## src/rtl/noise_voice_pkg.sv

```systemverilog
// Shared audio definitions for the noise voice: FSM state type, hold reset value
// and the offset-binary to two's-complement conversion.
package noise_voice_pkg;

  typedef enum logic [1:0] {
    IDLE,
    ACCUM,
    SCALE,
    PRESENT
  } nv_state_t;

  localparam logic [7:0] NOISE_HOLD_RESET = 8'h80;

  // Offset-binary 0x80 is mid-scale, so flipping the MSB yields the signed value.
  function automatic logic signed [7:0] offset_to_signed(input logic [7:0] b);
    return $signed(b ^ 8'h80);
  endfunction

endpackage

```

## src/rtl/noise_voice_if.sv

```systemverilog
// Sample handshake between the noise voice (master) and the downstream mixer (slave).
interface noise_voice_if;
  logic signed [7:0] out_sample;
  logic              out_valid;
  logic              out_ready;

  modport master (output out_sample, output out_valid, input out_ready);
  modport slave  (input out_sample, input out_valid, output out_ready);
endinterface

```

## src/rtl/noise_voice_scale.sv

```systemverilog
// nv_scale: registered signed sample x unsigned volume; the result keeps the
// upper byte of the product (arithmetic shift, truncation toward minus infinity).
module nv_scale #(
  parameter int DATA_W = 8,
  parameter int COEF_W = 8
) (
  input  logic                     clk,
  input  logic                     en,
  input  logic signed [DATA_W-1:0] sample,
  input  logic [COEF_W-1:0]        volume,
  input  logic                     gate,
  output logic signed [DATA_W-1:0] scaled
);

  localparam int PROD_W = DATA_W + COEF_W + 1;
  localparam logic signed [PROD_W-1:0] MAXV = PROD_W'((1 << (DATA_W - 1)) - 1);
  localparam logic signed [PROD_W-1:0] MINV = -MAXV - PROD_W'(1);

  logic signed [PROD_W-1:0] prod_p0;

  // The clamp never engages for 8x8 operands; it only pins down the narrowing.
  function automatic logic signed [DATA_W-1:0] narrow(input logic signed [PROD_W-1:0] p);
    logic signed [PROD_W-1:0] sh;
    sh = p >>> COEF_W;
    if (sh > MAXV)      return MAXV[DATA_W-1:0];
    else if (sh < MINV) return MINV[DATA_W-1:0];
    else                return sh[DATA_W-1:0];
  endfunction

  // stage p0: product register, loaded on the SCALE edge
  always_ff @(posedge clk) begin
    if (en)
      prod_p0 <= gate ? PROD_W'(sample) * PROD_W'($signed({1'b0, volume})) : '0;
  end

  assign scaled = narrow(prod_p0);

endmodule

```

## src/rtl/noise_voice.sv

```systemverilog
// Noise oscillator voice: phase accumulator gates resampling of the LFSR byte,
// which is volume-scaled and handed to the mixer. Optional hard sync: NOISE_VOICE_SYNC_EN.
module noise_voice
  import noise_voice_pkg::*;
#(
  parameter int ACC_W  = 24,
  parameter int FREQ_W = 16,
  parameter int TAP    = 19
) (
  input  logic              clk,
  input  logic              rst,
  input  logic              sample_tick,
  input  logic [FREQ_W-1:0] freq,
  input  logic [7:0]        volume,
  input  logic              gate,
  input  logic [7:0]        noise_in,
`ifdef NOISE_VOICE_SYNC_EN
  input  logic              sync,
`endif
  noise_voice_if.master     bus,
  output logic              overrun
);

  nv_state_t         state;
  logic [ACC_W-1:0]  acc;
  logic [ACC_W-1:0]  freq_ext;
  logic              tap_prev;
  logic [7:0]        hold;
  logic signed [7:0] out_sample_r;
  logic              out_valid_r;
  logic signed [7:0] scaled;
  logic              sync_hit;

`ifdef NOISE_VOICE_SYNC_EN
  assign sync_hit = sync;
`else
  assign sync_hit = 1'b0;
`endif

  assign freq_ext = ACC_W'(freq);

  nv_scale #(.DATA_W(8), .COEF_W(8)) u_scale (
    .clk    (clk),
    .en     (state == SCALE),
    .sample (offset_to_signed(hold)),
    .volume (volume),
    .gate   (gate),
    .scaled (scaled)
  );

  always_ff @(posedge clk) begin
    if (rst) begin
      state        <= IDLE;
      acc          <= '0;
      tap_prev     <= 1'b0;
      hold         <= NOISE_HOLD_RESET;
      out_sample_r <= '0;
      out_valid_r  <= 1'b0;
      overrun      <= 1'b0;
    end else begin
      // A tick outside IDLE is lost; remember that it happened.
      if (sample_tick && state != IDLE)
        overrun <= 1'b1;

      // Sync takes priority over a coincident increment.
      if (sync_hit) begin
        acc      <= '0;
        tap_prev <= 1'b0;
      end else if (sample_tick && state == IDLE) begin
        acc      <= acc + freq_ext;
        tap_prev <= acc[TAP];
      end

      case (state)
        IDLE: begin
          if (sample_tick) state <= ACCUM;
        end
        // stage: resample on a 0->1 edge of the tap bit only
        ACCUM: begin
          if (acc[TAP] && !tap_prev) hold <= noise_in;
          state <= SCALE;
        end
        // stage: nv_scale captures the product on this edge
        SCALE: begin
          state <= PRESENT;
        end
        // stage: publish once, then hold steady until the mixer takes it
        PRESENT: begin
          if (!out_valid_r) begin
            out_valid_r  <= 1'b1;
            out_sample_r <= scaled;
          end else if (bus.out_ready) begin
            out_valid_r <= 1'b0;
            state       <= IDLE;
          end
        end
        default: state <= IDLE;
      endcase
    end
  end

  assign bus.out_sample = out_sample_r;
  assign bus.out_valid  = out_valid_r;

endmodule
```

## src/flat_wrapper.sv

```systemverilog
// flat-port wrapper written by rule: the top's interface ports become plain ports
module noise_voice_flat import noise_voice_pkg::*;
#(
  parameter int ACC_W  = 24,
  parameter int FREQ_W = 16,
  parameter int TAP    = 19
)
  (clk, rst, sample_tick, freq, volume, gate, noise_in, overrun, bus_out_sample, bus_out_valid, bus_out_ready);
  noise_voice_if bus_i ();
  input  logic clk;
  input  logic rst;
  input  logic sample_tick;
  input  logic [FREQ_W-1:0] freq;
  input  logic [7:0] volume;
  input  logic gate;
  input  logic [7:0] noise_in;
  output logic overrun;
  output wire logic [$bits(bus_i.out_sample)-1:0] bus_out_sample;
  output wire logic [$bits(bus_i.out_valid)-1:0] bus_out_valid;
  input wire logic [$bits(bus_i.out_ready)-1:0] bus_out_ready;
  assign bus_out_sample = bus_i.out_sample;
  assign bus_out_valid = bus_i.out_valid;
  assign bus_i.out_ready = bus_out_ready;
  noise_voice #(.ACC_W(ACC_W), .FREQ_W(FREQ_W), .TAP(TAP)) u_core (.clk(clk), .rst(rst), .sample_tick(sample_tick), .freq(freq), .volume(volume), .gate(gate), .noise_in(noise_in), .bus(bus_i), .overrun(overrun));
endmodule
```

## config.mk

```make
export PLATFORM = sky130hd
export DESIGN_NAME = noise_voice_flat
export DESIGN_NICKNAME = d
export VERILOG_FILES = /design/src/rtl/noise_voice_pkg.sv /design/src/rtl/noise_voice_if.sv /design/src/rtl/noise_voice_scale.sv /design/src/rtl/noise_voice.sv /design/src/flat_wrapper.sv
export SDC_FILE = /design/constraint.sdc
export NUM_CORES = 1
export LEC_CHECK = 0
export ABC_AREA = 1
export BUFFER_PORTS_ARGS = -buffer_cell sky130_fd_sc_hd__clkbuf_2
export CAP_MARGIN = 20
export CORE_ASPECT_RATIO = 1.2
export CORE_MARGIN = 2
export CORE_UTILIZATION = 30
export CTS_CLUSTER_SIZE = 30
export DETAILED_ROUTE_END_ITERATION = 6
export SLEW_MARGIN = 20
export SYNTH_ARGS = -nofsm -noshare
export SYNTH_HDL_FRONTEND = slang
export SYNTH_SLANG_ARGS = --single-unit
```

## constraint.sdc

```tcl
create_clock -name clk -period 8.8 [get_ports clk]
set_input_delay 2.2 -clock clk [delete_from_list [all_inputs] [get_ports clk]]
set_output_delay 2.2 -clock clk [all_outputs]
set_load 0.01 [all_outputs]
```

==> impl_metrics.tcl <==
set metrics [dict create \
    synth_compound_area_share_pct 8.66 \
    irDropWorstVdd_mv 0.0768 \
    final_common_cell "nand2_1" \
    critPathBufInv 5 \
    grt_pass1_wl_mm 21.6 \
    hold_depth 2 \
    hold-path-endpoint "u_core.bus.out_sample[7]$_SDFFE_PP0P_" \
    cp.arrival_ns 5.84 \
    slowest_delay_ns 0.54 \
    p_sw_mw 0.379 \
    die_y_microns 150 \
    async_flop_share_pct 0 \
    swShare_pct 41.8 \
    synthFlopType "dfxtp_1" \
    min_path_type "flip-flop to flip-flop" \
    cts_hold_buf 0 \
    rsz0062_at_grt "false" \
    seq_power_share_pct 34.3 \
    path_max_fanout 8 \
    synth_area_per_cell_sq_um 6.79 \
    instances_no_fill 1042 \
    antenna_found_initial 0 \
    netlist_area_sq_mm 0.00536 \
    hold_viol_final 0 \
    portBuffers 46 \
    relSlewSlack_pct 37.7 \
    power_density_mw_per_mm2 153 \
    max_freq_mhz 173 \
    antenna_cells 0 \
    syn2layout_area_growth_pct 10.6 \
    critical_path_class "input port to flip-flop" \
    cts_sinks 50 \
    cts_max_path_buffers 2 \
    worstMarginPinSlew_ns 0.929 \
    synth_top_family_by_area "simple AND/OR/NAND/NOR gates" \
    crit_path_cell_trace "clkbuf_2, nand2_1, inv_1, fa_1, fa_1, fa_1, inv_1, fa_1, inv_1, ha_1, a21oi_1, o21bai_1, inv_1, nor2_1, nor2_1, nand3_1, nand2_1, nor2_1" \
    antenna_left 0 \
    start_util_pct 30.6 \
    synth_warnings 0 \
    synth_edf_count 9 \
    finalMaxSlewViolations 0 \
    reg2reg_depth 17 \
    synth_fp_nets 923 \
    drive_gt1_share_pct 9.98 \
    slowest_stage "fa_1" \
    finalSetupViolations 0 \
    fin_skew_ns 0.00491 \
    reg2reg_from "u_core.hold[6]$_SDFFE_PP0P_" \
    post_cts_buffers 0 \
    clockPowerShare_pct 23.2 \
    synth_simple_gate_area_share_pct 28.2 \
    rows 53 \
    setup_tns_ns 0 \
    drc 0 \
    first_iter_violations 212 \
    cp_top_family "adder cells" \
    design_area_sq_mm 0.00593 \
    hp-start "u_core.bus.out_sample[7]$_SDFFE_PP0P_" \
    r2r_slack_ns 4.50 \
    min_period_over_period_pct 65.6 \
    cts_tree "yes" \
    track_usage_pct 13.9 \
    worst_setup_path_start_kind "input port" \
    dpl.hpwl_mm 10.1 \
    synth_mux_area_share_pct 0 \
    power.static_leakage_nw 3.57 \
    gp_congestion 0.829 \
    p_comb_share_pct 42.5 \
    cts_buffers 5 \
    status "complete, no violations" \
    firstDrtPassIters 4 \
    synthDistinctLibCells 37 \
    synth_xor_area_share_pct 1.31 \
    finalNetCount 955 \
    dpl_cell_area_sq_mm 0.00577 \
    grt_overflow_total 0 \
    cts_htree_levels 2 \
    cts_resized 0 \
    layout_common_cells "nand2_1 (188), inv_1 (169), nor2_1 (100)" \
    avgRoutedWirePerCell_microns 11.8 \
    synth_seq_area_share_pct 20.4 \
    holdWs_ns 0.495 \
    p_int_mw 0.528 \
    required_ns 8.87 \
    insertion_delay_ns 0.31 \
    design.portCount 47 \
    cap_violations 0 \
    syn_inst 789 \
    place_inst 1034 \
    clk_pin_slew_ns 0.07 \
    core_area_sq_mm 0.0175 \
    dieArea_sq_mm 0.0190 \
    vias 4691 \
    vias_per_cell 4.50 \
    die_x_microns 126 \
    grt_pass1_vias 4806 \
    ys_seq_elements 50 \
    yosys.area_share.adder_pct 27.7 \
    min_period_ns 5.77 \
    r2r_end "u_core.u_scale.prod_p0[16]$_SDFFCE_PN0P_" \
    grt_max_degree 35 \
    cts_root_buf "clkbuf_16" \
    routed_wl_mm 12.3 \
    cp-end-kind "flip-flop" \
]
## cells by family (layout without fill, tap and decap cells)
group | Yosys count | in the layout
buffers and inverters | 193 | 226
adders and majority gates | 97 | 97
xor gates and xnor gates | 8 | 8
DFF | 50 | 50
AOI/OAI and AO/OA | 82 | 82
and+or+nand+nor | 359 | 359
## Yosys cell counts (4+ instances only)
master / instances / share of area (%)
nand3_1: 40 / 3.7
nand2_1: 188 / 13
xor2_1: 6 / 0.98
nor3_1: 4 / 0.37
o21ai_0: 27 / 2.5
ha_1: 61 / 14
nor2_2: 5 / 0.58
edfxtp_1: 9 / 5.0
nand2_2: 8 / 0.93
dfxtp_1: 41 / 15
fa_1: 36 / 13
inv_1: 169 / 12
nor2_1: 100 / 7.0
buf_2: 4 / 0.37
clkbuf_1: 15 / 1.1
a21oi_1: 37 / 3.5
o221ai_1: 7 / 1.1
## sequential cells by signal, indices dropped and copies added (netlist names)
register                cells
u_core.acc                 20
u_core.tap_prev             1
u_core.bus.out_valid        1
u_core.u_scale.prod_p0      9
u_core.overrun              1
u_core.state                2
u_core.bus.out_sample       8
u_core.hold                 8
## metrics by stage
stage | worst slack (ns) | utilization, % | power [mW]
finish | 3.03 | 33.9 | 0.906
global route | 2.72 | 33.9 | 0.990
CTS | 3.04 | 33.9 | 0.921
detailed placement | 2.70 | 33.0 | 0.703
global placement | 2.74 | 33.0 | 0.702
floorplan | 2.86 | - | 0.612
## tightest hold or removal path, delay by kind of cell, from the launching register on
kind / cells / cell delay (ns)
AOI/OAI and AO/OA: 1 / 0.05
DFF: 1 / 0.31
and+or+nand+nor: 1 / 0.09
## how the worst max path moves through the flow
stage / start / to / slack (ns) / cells past startpoint
2_1_floorplan: volume[2] / u_core.u_scale.prod_p0[15]$_SDFFCE_PN0P_ / 2.86 / 18
3_3_place_gp: volume[3] / u_core.u_scale.prod_p0[16]$_SDFFCE_PN0P_ / 2.74 / 18
3_5_place_dp: volume[3] / u_core.u_scale.prod_p0[16]$_SDFFCE_PN0P_ / 2.70 / 18
4_1_cts: volume[3] / u_core.u_scale.prod_p0[16]$_SDFFCE_PN0P_ / 3.04 / 18
5_1_grt: volume[2] / u_core.u_scale.prod_p0[15]$_SDFFCE_PN0P_ / 2.72 / 18
6_report: volume[3] / u_core.u_scale.prod_p0[16]$_SDFFCE_PN0P_ / 3.03 / 18
## routing by layer
layer	up-vias	GRT usage (%)	share of wire [%]
li1	2467	-	-
met1	2141	16.2	45
met2	67	26.1	50
met3	16	1.92	3.2
met4	0	4.45	2.0
met5	-	0	0
## power by group through the flow
stage	combinational [mW]	sequential (mW)	clock [mW]
5_1_grt	0.447	0.317	0.226
4_1_cts	0.388	0.312	0.221
3_3_place_gp	0.386	0.316	0
6_report	0.386	0.310	0.210
3_5_place_dp	0.386	0.317	0
2_1_floorplan	0.298	0.314	0
## final cells by class
| type | count | area [sq um] |
|---|---|---|
| repair buffers | 46 | 230 |
| clock inverters | 3 | 28.8 |
| flip-flops and latches | 50 | 1090 |
| fillers | 1934 | 11600 |
| multi-input cells | 546 | 3530 |
| clock buffers | 5 | 125 |
| inverters | 172 | 646 |
| well taps | 220 | 275 |
Note: power is estimated with default switching activity, not from simulation.
